===== src/rtl/display_scan_ctrl.sv =====
// rtl/display_scan_ctrl.sv - 7-segment anode scan producer with frame-synchronous display update
//
// Purpose:
//   Scans four hex digits. A prescaler divides clk down to one digit slot every
//   CLK_DIV cycles, and a 2-bit refreshcounter walks the slots 0..3 to drive the
//   anode decoder. The display value is double-buffered: writes go into a pending
//   register and are copied to the display register only on the 3->0 wrap of the
//   scan, so a frame never shows a mix of old and new digits.
//
// Ports:
//   clk            in   1   system clock, rising edge
//   rst            in   1   asynchronous active-high reset
//   data_in        in   16  new display value, digit 0 = least significant nibble
//   data_valid     in   1   one-cycle strobe that captures data_in into pending
//   upd_ack        out  1   one-cycle pulse when pending is committed to the display
//   refreshcounter out  2   active digit index, to the anode decoder
//   digit_val      out  4   display nibble selected by refreshcounter
//   digit_blank    out  1   1 = keep all cathodes of the current digit off
//   frame_tick     out  1   one-cycle pulse on the scan wrap 3->0

module display_scan_ctrl #(
  parameter int unsigned CLK_DIV  = 100000,
  parameter bit          BLANK_LZ = 1'b1
) (
  input  logic        clk,
  input  logic        rst,
  input  logic [15:0] data_in,
  input  logic        data_valid,
  output logic        upd_ack,
  output logic [1:0]  refreshcounter,
  output logic [3:0]  digit_val,
  output logic        digit_blank,
  output logic        frame_tick
);

  localparam int unsigned    PW      = $clog2(CLK_DIV + 1);
  localparam logic [PW-1:0]  PS_LAST = PW'(CLK_DIV - 1);

  logic [PW-1:0] prescaler_q, prescaler_d;
  logic [1:0]    rc_q, rc_d;
  logic [15:0]   disp_q, disp_d;
  logic [15:0]   pend_q, pend_d;
  logic          pend_valid_q, pend_valid_d;
  logic          upd_ack_q, upd_ack_d;
  logic          frame_tick_q, frame_tick_d;

  logic          slot_end;
  logic          commit;

  // State register
  always_ff @(posedge clk or posedge rst) begin
    if (rst) begin
      prescaler_q  <= '0;
      rc_q         <= 2'd0;
      disp_q       <= 16'h0000;
      pend_q       <= 16'h0000;
      pend_valid_q <= 1'b0;
      upd_ack_q    <= 1'b0;
      frame_tick_q <= 1'b0;
    end else begin
      prescaler_q  <= prescaler_d;
      rc_q         <= rc_d;
      disp_q       <= disp_d;
      pend_q       <= pend_d;
      pend_valid_q <= pend_valid_d;
      upd_ack_q    <= upd_ack_d;
      frame_tick_q <= frame_tick_d;
    end
  end

  // Next-state logic
  always_comb begin
    slot_end = (prescaler_q == PS_LAST);
    commit   = slot_end && (rc_q == 2'd3);

    prescaler_d = slot_end ? '0 : prescaler_q + PW'(1);
    rc_d        = slot_end ? rc_q + 2'd1 : rc_q;

    // The display always takes the value that was pending before this edge,
    // so a strobe landing on the commit edge is held for the next frame.
    disp_d = (commit && pend_valid_q) ? pend_q : disp_q;

    pend_d       = pend_q;
    pend_valid_d = pend_valid_q;
    if (data_valid) begin
      pend_d       = data_in;
      pend_valid_d = 1'b1;
    end else if (commit) begin
      pend_valid_d = 1'b0;
    end

    upd_ack_d    = commit && pend_valid_q;
    frame_tick_d = commit;
  end

  // Output logic: only a mux and zero-compares on registered state
  always_comb begin
    digit_val   = 4'h0;
    digit_blank = 1'b0;
    case (rc_q)
      2'd0: digit_val = disp_q[3:0];
      2'd1: digit_val = disp_q[7:4];
      2'd2: digit_val = disp_q[11:8];
      default: digit_val = disp_q[15:12];
    endcase
    if (BLANK_LZ) begin
      // A digit is a leading zero when it and every more significant digit
      // are zero; digit 0 always stays lit so "0" is still shown.
      case (rc_q)
        2'd0: digit_blank = 1'b0;
        2'd1: digit_blank = (disp_q[15:4] == 12'h000);
        2'd2: digit_blank = (disp_q[15:8] == 8'h00);
        default: digit_blank = (disp_q[15:12] == 4'h0);
      endcase
    end
  end

  assign refreshcounter = rc_q;
  assign upd_ack        = upd_ack_q;
  assign frame_tick     = frame_tick_q;

endmodule

===== config.mk =====
export PLATFORM = sky130hd
export DESIGN_NAME = display_scan_ctrl
export DESIGN_NICKNAME = d
export VERILOG_FILES = /design/src/rtl/display_scan_ctrl.sv
export SDC_FILE = /design/constraint.sdc
export NUM_CORES = 1
export LEC_CHECK = 0
export CAP_MARGIN = 0
export CORE_ASPECT_RATIO = 0.5
export CORE_UTILIZATION = 52
export CTS_BUF_LIST = sky130_fd_sc_hd__clkbuf_2 sky130_fd_sc_hd__clkbuf_4 sky130_fd_sc_hd__clkbuf_8
export DETAILED_ROUTE_END_ITERATION = 16
export GPL_TIMING_DRIVEN = 1
export PLACE_DENSITY = 0.78
export REMOVE_ABC_BUFFERS = 1
export SKIP_LAST_GASP = 1
export SLEW_MARGIN = 20
export SYNTH_ARGS = -nofsm -noshare
export SYNTH_HDL_FRONTEND = slang
export SYNTH_SLANG_ARGS = --single-unit

===== constraint.sdc =====
create_clock -name clk -period 2.05 [get_ports clk]
set_input_delay 0.3075 -clock clk [delete_from_list [all_inputs] [get_ports clk]]
set_output_delay 0.3075 -clock clk [all_outputs]
set_load 0.01 [all_outputs]

Yosys cells after proc, flatten, opt, wreduce, memory -nomap -nowiden
Cells that the tools add are included.
{ "classes": {"n_eq_ne": 4, "add_sub_neg": 2, "n_reduce_logical": 7, "muxes": 5} }
{ "op_table": {"columns": ["cell", "n"], "rows": [
  ["$add A17 B1 Y17 const B", 1],
  ["$eq A17 B17 Y1 const B", 1],
  ["$mux W17", 1],
  ["$logic_not A12 Y1", 1],
  ["$pmux W4 S3", 1],
  ["$logic_not A8 Y1", 1],
  ["$eq A2 B2 Y1 const B", 2],
  ["$logic_not A4 Y1", 1],
  ["$pmux W1 S3", 1],
  ["$add A2 B1 Y2 const B", 1],
  ["$eq A2 B1 Y1 const B", 1],
  ["$logic_and A1 B1 Y1", 2],
  ["$logic_not A2 Y1", 1],
  ["$mux W1", 2],
  ["$reduce_bool A2 Y1", 1]
]} }
{ "totals": {"register_bits": 54, "word_cells": 25, "input_bits": 19, "out_inout_bits": 9} }

Depth between registers and ports, before layout
Gate-level depths: netlist of run 1.
{ "depth": {"word_depth": 4, "ltp_mapped": 7, "mapped_depth_nobuf": 5} }

Worst setup path after synthesis of run 1
OpenSTA, ideal clock, no wires.
{ "synth_path": {"path_type": "reg2reg", "startpoint": "register prescaler_q[12]", "endpoint": "register disp_q[0]", "arrival_ns": 1.974, "slack_ns": -0.050, "setup_ns": 0.125, "synth_period_minus_slack_ns": 2.100, "path_stages_with_launch": 7, "n_path_buf": 2, "t_required_ns": 1.925, "path_cell_list": "dfrtp_1 > or4b_4 > nor4_4 > and3_1 > buf_6 > buf_12 > mux2_4"} }
{ "synth_between": {"elab_chain_cells": 3} }
{ "synth_lines": {"columns": ["element", "line", "text"], "rows": [
  ["start, declared", "39", "logic [PW-1:0] prescaler_q, prescaler_d;"],
  ["start signal, assigned", "61", "prescaler_q <= prescaler_d;"],
  ["$eq A17 B17 Y1", "73", "slot_end = (prescaler_q == PS_LAST);"],
  ["$logic_and A1 B1 Y1", "74", "commit = slot_end && (rc_q == 2'd3);"],
  ["$logic_and A1 B1 Y1", null, null],
  ["via upd_ack_d", "44", "logic upd_ack_q, upd_ack_d;"],
  ["end signal, assigned", "63", "disp_q <= disp_d;"],
  ["end, declared", "41", "logic [15:0] disp_q, disp_d;"]
]} }
The timed path passes the listed nets, and every way through them passes these cells.
A chain may end at the register's enable or synchronous reset.

Final worst setup path of run 1
{ "layout_path": {"startpoint": "register prescaler_q[12]", "endpoint": "register disp_q[6]"} }
{ "layout_between": {"elab_chain_cells": 3} }
{ "layout_lines": {"columns": ["element", "line", "text"], "rows": [
  ["$eq A17 B17 Y1", "73", null],
  ["$logic_and A1 B1 Y1", "74", null],
  ["$logic_and A1 B1 Y1", "81", "disp_d = (commit && pend_valid_q) ? pend_q : disp_q;"]
]} }
No other way between the ends.

==> results of run 1 <==
-- state kept, by name (all words and copies together), names as in the netlist --
register and count:
prescaler_q 17, disp_q 16, pend_q 16, refreshcounter 2, frame_tick 1, pend_valid_q 1, upd_ack 1
-- layout by cell type, fill, tap and decap left out, types with 2 or more instances in the layout --
cell type	count
mux2_4	11
o21ai_0	2
buf_4	21
clkbuf_8	6
inv_1	6
a222oi_1	4
mux2_2	21
and4_1	2
nor4_1	2
nand2_1	6
ha_1	4
xor2_1	8
xnor2_1	7
clkdlybuf4s50_1	22
and3_1	3
clkbuf_2	4
clkbuf_16	2
nand4_1	7
dfrtp_1	53
or3_1	2
mux2i_1	4
nor2_1	12
nand4bb_1	2
inv_2	2
nand3_1	7
a21oi_1	2
-- critical path: cells and delay by family (launching register included) --
family | cells | cell delay (ps)
multiplexers | 1 | 300
flip-flops | 1 | 400
AND/OR/NAND/NOR | 3 | 1020
buffers and inverters | 1 | 180
-- power groups by stage --
stage                     combinational, mW  clock (mW)  sequential, mW
after floorplan                      0.0495           0            1.13
after global placement               0.0990           0            1.13
after detailed placement              0.104           0            1.14
after CTS                             0.103       0.626            1.11
after global routing                  0.114       0.671            1.12
final                                 0.102       0.617            1.11
-- final cells by class --
cell class / count / area share (%)
flip-flops and latches: 54 / 44.0
multi-input cells: 117 / 34.2
clock buffers: 7 / 2.93
clock inverters: 1 / 0.163
repair buffers: 51 / 15.4
well taps: 57 / 2.32
inverters: 8 / 0.977
-- worst paths after layout --
path	from	endpoint	cells past startpoint
setup / recovery	prescaler_q[12]$_DFF_PP0_	disp_q[6]$_DFFE_PP0P_	5
hold / removal	rst	prescaler_q[2]$_DFF_PP0_	3
setup reg to reg	prescaler_q[12]$_DFF_PP0_	disp_q[6]$_DFFE_PP0P_	5
hold reg to reg	disp_q[14]$_DFFE_PP0P_	disp_q[14]$_DFFE_PP0P_	1
max in group asynchronous	rst	refreshcounter[1]$_DFFE_PP0N_	3
min in group clk	disp_q[14]$_DFFE_PP0P_	disp_q[14]$_DFFE_PP0P_	1
-- stage by stage --
step                      hold WS [ps]  setup WS [ps]  cells  util (%)
after floorplan                    400           -353    179         -
after global placement             454           54.8    280      64.6
after detailed placement           474          -7.63    280      64.6
after CTS                          361          -30.2    291      67.6
after global routing               388          -63.7    295      68.8
final                              359           37.4    295      68.8
-- metal layers --
layer	vias to the layer above	routed length [µm]
li1	765	-
met5	-	0
met3	9	226
met2	41	2530
met4	0	73
met1	824	2270
-- what timing repair did --
item / CTS / global route
resized for setup: 14 / 10
endpoints found under the setup margin: 5 / 21
hold endpoints to repair: 0 / 0
cloned: 0 / 2
pin swaps: 1 / 4
buffers inserted: 3 / 2
-- cells by family (layout without fill, tap and decap cells) --
group | Yosys count | after routing | share of synthesized area, %
AOI/OAI and AO/OA | 10 | 10 | 3.11
adders and majority gates | 6 | 6 | 3.06
DFF | 54 | 54 | 55.1
buffers and inverters | 14 | 67 | 3.11
muxes | 36 | 36 | 17.7
and+or+nand+nor | 50 | 50 | 12.5
xor gates and xnor gates | 15 | 15 | 5.36
==> reports/qor.yml, run 1 <==
status:
  status: "complete, no violations"
power:
  finalPower_mw: 1.83
  seqPwrFrac_pct: 60.8
  intPower_mw: 1.44
  combPwrFrac_pct: 5.6
  ir_drop_uv: 351
  clkPwrFrac_pct: 33.7
  power_switching_mw: 0.389
  swShare_pct: 21.2
  leakagePower_nw: 1.41
  p_per_area_nw_per_um2: 597
clocking:
  cts_tree: "done"
  cts_buffers: 5
  clock-sinks: 54
  clkTransAtPathRegs_ps: 90
  cts_buffer_depth: 2
  clk_latency_ps: 310
  hold_buffers: 0
  htree_levels: 2
  cts-root-buf: "clkbuf_8"
synthesis:
  netlist.area_leader.share_pct: 55.1
  seq_area_frac_synth_pct: 55.1
  synth.top_cells.by_count: "54 x dfrtp_1, 23 x mux2_2, 12 x nor2_1"
  synth_ff_type: "dfrtp_1"
  ys_ff_latch: 54
  synth.area.top_cells: "dfrtp_1 55%, mux2_2 11%, mux2_4 5.5%"
  yosys.area.top_type: "dfrtp_1"
  netlist_area_um2: 2450
  yosysWarnings: 0
  synth_most_common_cell: "dfrtp_1"
  syn_inst: 185
  synth_cell_type_count: 32
  syn_avg_cell_area_um2: 13.2
  ys_async_sr_fraction_pct: 100
  synth-edff-count: 0
setup_path:
  slowest_stage: "or4b_4"
  crit_required_ps: 2250
  path_cells: "or4b_4 -> nor4_4 -> and3_4 -> clkbuf_16 -> mux2_4"
  worst-path-max-fanout: 8
  max_stage_delay_ps: 560
  endpoint_kind: "register"
  arrival_ps: 2210
  startpoint_type: "register"
  path_class: "reg -> reg"
  ff2ff_setup_slack_ps: 40
placed_design:
  io_buffers: 27
  place_area_um2: 2890
  hpwl_mm: 3.26
  routabilityCongestion: 0.805
grt:
  grt_pass1_wl_mm: 7.94
  use_met3_pct: 6.55
  grt_antenna_before_repair: 0
  global_route.usage.total_pct: 21.2
  top_usage_layer: "met2"
  grt_pass1_vias: 1652
  use_met1_pct: 26.4
  use_met2_pct: 36.1
  grt_overflow: 0
  grt_start_max_net_pins: 34
drt:
  drt-initial-drc-count: 50
  ant_nets: 0
  post-route-drc-count: 0
  first_pass_iters: 4
  vias_per_cell: 5.56
  wl_per_cell_um: 17.3
  wl_mm: 5.11
  num_vias: 1639
timing:
  rsz0062_at_grt: "true"
  min_period_ps: 2010
  slew-limit-headroom_pct: 72.6
  final_hold_viol_count: 0
  finalSetupViolCount: 0
  period_share_pct: 98.2
  tightestPinTransition_ps: 411
  finalMaxSlewViolations: 0
  setup_tns_ps: 0
  finalClockSkew_ps: 8.89
  clock.fmax_mhz: 497
job:
  maxCapViolations: 0
final_layout:
  drive_gt1_share_pct: 34.5
  multi_input_area_um2: 1050
  areaGrowthSynthToFinish_pct: 25.4
  diodes: 0
  nNetsFinal: 262
  final_area_um2: 3070
  fill_cells: 313
  seq_area_um2: 1350
floorplanning:
  start_util_pct: 54.9
  ios: 28
  die_w_um: 99.1
  die_h_um: 50.5
  rows: 17
  die_area_um2: 5010
  core_um2: 4470
hold_path:
  hp-class: "in -> async"
Power figures use the tool's default switching activity.
==> inputs of run 2 (changes only) <==
--- a/config.mk
+++ b/config.mk
@@ -9,3 +9,3 @@
 export CORE_ASPECT_RATIO = 0.5
-export CORE_UTILIZATION = 52
+export CORE_UTILIZATION = 35
 export CTS_BUF_LIST = sky130_fd_sc_hd__clkbuf_2 sky130_fd_sc_hd__clkbuf_4 sky130_fd_sc_hd__clkbuf_8
@@ -13,3 +13,2 @@
 export GPL_TIMING_DRIVEN = 1
-export PLACE_DENSITY = 0.78
 export REMOVE_ABC_BUFFERS = 1
==> constraint.sdc (replaced) <==
create_clock -name clk -period 2.05 [get_ports clk]
set_input_delay 0.615 -clock clk [delete_from_list [all_inputs] [get_ports clk]]
set_output_delay 0.615 -clock clk [all_outputs]
set_load 0.01 [all_outputs]
==> run 2 against run 1 <==
Effect of this change:
- the run now ends with negative setup slack left
- maximum frequency down 11%
- count of clock-buffer cells in the layout decreased by 2
- worst hold slack better by 150 ps
- non-clock buffer count fell by 1
- sequential power is essentially flat
- total power rose by 4.7%
- critical endpoint is now digit_val[2]
- critical path type is now reg -> out
==> reports/qor.yml, run 2 (synthesis results as in run 1) <==
hold_path:
  hp-class: "reg -> reg"
setup_path:
  worst-path-stages: 5  # unchanged
  rr_worst_depth: 6  # +1
  critPathTopFamily: "flip-flops"
  worst-path-max-fanout: 5  # -3
  arrival_ps: 1640  # -570 ps
  r2r_end: "disp_q[12]$_DFFE_PP0P_"
  slowest_stage: "dfrtp_1"
  ff2ff_setup_slack_ps: 80  # +40 ps
  path_cells: "buf_6 -> ha_4 -> a222oi_1 -> mux2i_1 -> buf_2"
  startpoint_type: "register"
  max_stage_delay_ps: 430  # -130 ps
  critPathBufInv: 2  # +1
  path_class: "reg -> out"
  critPathLaunch: "refreshcounter[0]$_DFFE_PP0N_"
  setup.worst_path.end: "digit_val[2]"
  r2r_start: "prescaler_q[1]$_DFF_PP0_"
  endpoint_kind: "output pin"
  crit_required_ps: 1430  # -820 ps
timing:
  tightestPinTransition_ps: 382  # -28.9 ps
  finalClockSkew_ps: 6.57  # -2.32 ps
  setup_tns_ps: -850  # -850 ps
  final_hold_viol_count: 0  # unchanged
  clock.fmax_mhz: 443  # -11%
  rsz0062_at_grt: "true"
  finalMaxSlewViolations: 0  # unchanged
  timing.hold.ws_ps: 513  # +154 ps
  period_share_pct: 110  # +12 points
  min_period_ps: 2260  # +245 ps
  finalSetupViolCount: 5  # +5
  finalWorstSetupSlack_ps: -207  # -245 ps
  slew-limit-headroom_pct: 74.3  # +1.7 points
drt:
  ant_nets: 0  # unchanged
  wl_mm: 4.53  # -11%
  num_vias: 1602  # -2.3%
  wl_per_cell_um: 13.8  # -20%
  first_pass_iters: 4  # unchanged
  vias_per_cell: 4.87  # -12%
  post-route-drc-count: 0  # unchanged
  drt-initial-drc-count: 83  # +66%
placed_design:
  dp.cells: 317  # +13%
  routabilityCongestion: 0.803  # -0.27%
  io_buffers: 27  # unchanged
  dp_slack_ps: -288  # -280 ps
  place_area_um2: 2970  # +2.9%
  hpwl_mm: 3.13  # -4.0%
clocking:
  cts_buffer_depth: 2  # unchanged
  clock-sinks: 54  # unchanged
  clkTransAtPathRegs_ps: 100  # about the same
  cts_tree: "done"
  cts_buffers: 5  # unchanged
  cts-root-buf: "clkbuf_8"
  clk_latency_ps: 300  # about the same
  htree_levels: 2  # unchanged
  hold_buffers: 0  # unchanged
final_layout:
  reg_top3: "prescaler_q: 17 flops, disp_q: 16 flops, pend_q: 16 flops"
  drive_gt1_share_pct: 35.4  # +0.99 points
  final_common_cell: "dfrtp_1"
  final_area_um2: 3130  # +1.8%
  layoutNonFillerInstCount: 329  # +12%
  utilization_pct: 46.5  # -22 points
  nNetsFinal: 261  # -0.38%
  largest_reg_flops: 17  # unchanged
  areaGrowthSynthToFinish_pct: 27.6
  regMostFlops: "prescaler_q"
  diodes: 0  # unchanged
  layout_common_cells: "54 x dfrtp_1, 23 x mux2_2, 20 x clkdlybuf4s50_1, 19 x buf_4, 12 x nor2_1"
  fill_cells: 632  # +100%
power:
  combPwrFrac_pct: 5.4  # -0.2 points
  finalPower_mw: 1.92  # +4.7%
  leakagePower_nw: 1.43  # +1.9%
  ir_drop_uv: 235  # -33%
  power_switching_mw: 0.398  # +2.3%
  seqPwrFrac_pct: 57.9  # -2.9 points
  intPower_mw: 1.52  # +5.4%
  swShare_pct: 20.7  # -0.49 points
  clkPwrFrac_pct: 36.6  # +2.9 points
  p_per_area_nw_per_um2: 614  # +2.9%
grt:
  grt_start_max_net_pins: 55  # +62%
  global_route.usage.total_pct: 13.2  # -8.0 points
  grt_pass1_vias: 1574  # -4.7%
  grt_antenna_before_repair: 0  # unchanged
  grt_pass1_wl_mm: 7.45  # -6.2%
  grt_overflow: 0  # unchanged
floorplanning:
  die_w_um: 120  # +21%
  die_h_um: 61.2  # +21%
  die_area_um2: 7360  # +47%
  ios: 28  # unchanged
  start_util_pct: 36.4  # -18 points
  rows: 21  # +4
  core_um2: 6730  # +51%
job:
  maxCapViolations: 0  # unchanged
status:
  violations: "negative setup slack"
  status: "finished, violations left"
-- run 2: area by class of cell --
cell class / instances / area [µm²] / share of cell area [%]
sequential: 54 / 1350 / 43.2
timing repair buffer: 50 / 460 / 14.7
clock buffer: 5 / 68.8 / 2.20
inverter: 8 / 30.0 / 0.960
multi-input combinational: 117 / 1060 / 34.0
clock inverter: 3 / 40.0 / 1.28
tap: 92 / 115 / 3.68
-- run 2: worst min path at each step --
stage | end | depth (start not counted) | slack, ps | start
2_1_floorplan | pend_valid_q$_DFFE_PP0P_ | 1 | 440 | pend_valid_q$_DFFE_PP0P_
3_3_place_gp | pend_valid_q$_DFFE_PP0P_ | 1 | 460 | pend_valid_q$_DFFE_PP0P_
3_5_place_dp | pend_valid_q$_DFFE_PP0P_ | 1 | 490 | pend_valid_q$_DFFE_PP0P_
4_1_cts | pend_valid_q$_DFFE_PP0P_ | 1 | 510 | pend_valid_q$_DFFE_PP0P_
5_1_grt | disp_q[3]$_DFFE_PP0P_ | 1 | 530 | pend_q[3]$_DFFE_PP0P_
6_report | disp_q[15]$_DFFE_PP0P_ | 1 | 510 | pend_q[15]$_DFFE_PP0P_
-- run 2: power by group through the flow --
stage	registers, mW	logic, mW	clock network [mW]
detailed placement	1.13	0.108	0
CTS	1.11	0.108	0.727
finish	1.11	0.104	0.704
global placement	1.13	0.105	0
global route	1.12	0.116	0.776
floorplan	1.13	0.0495	0
-- run 2: timing repair --
action / 4_1_cts / 5_1_grt
hold endpoints to repair: 0 / 0
pin swaps: 5 / 5
endpoints found under the setup margin: 6 / 13
cloned: 0 / 0
setup buffers: 3 / 1
resized for setup: 25 / 8
-- run 2: per-layer routing --
metal  wire length (µm)  vias up  GRT usage, %
li1                   -      756             -
met1               2140      813          16.7
met2               2180       24          22.7
met3                141        9          2.96
met4                 74        0          5.64
met5                  0        -             0
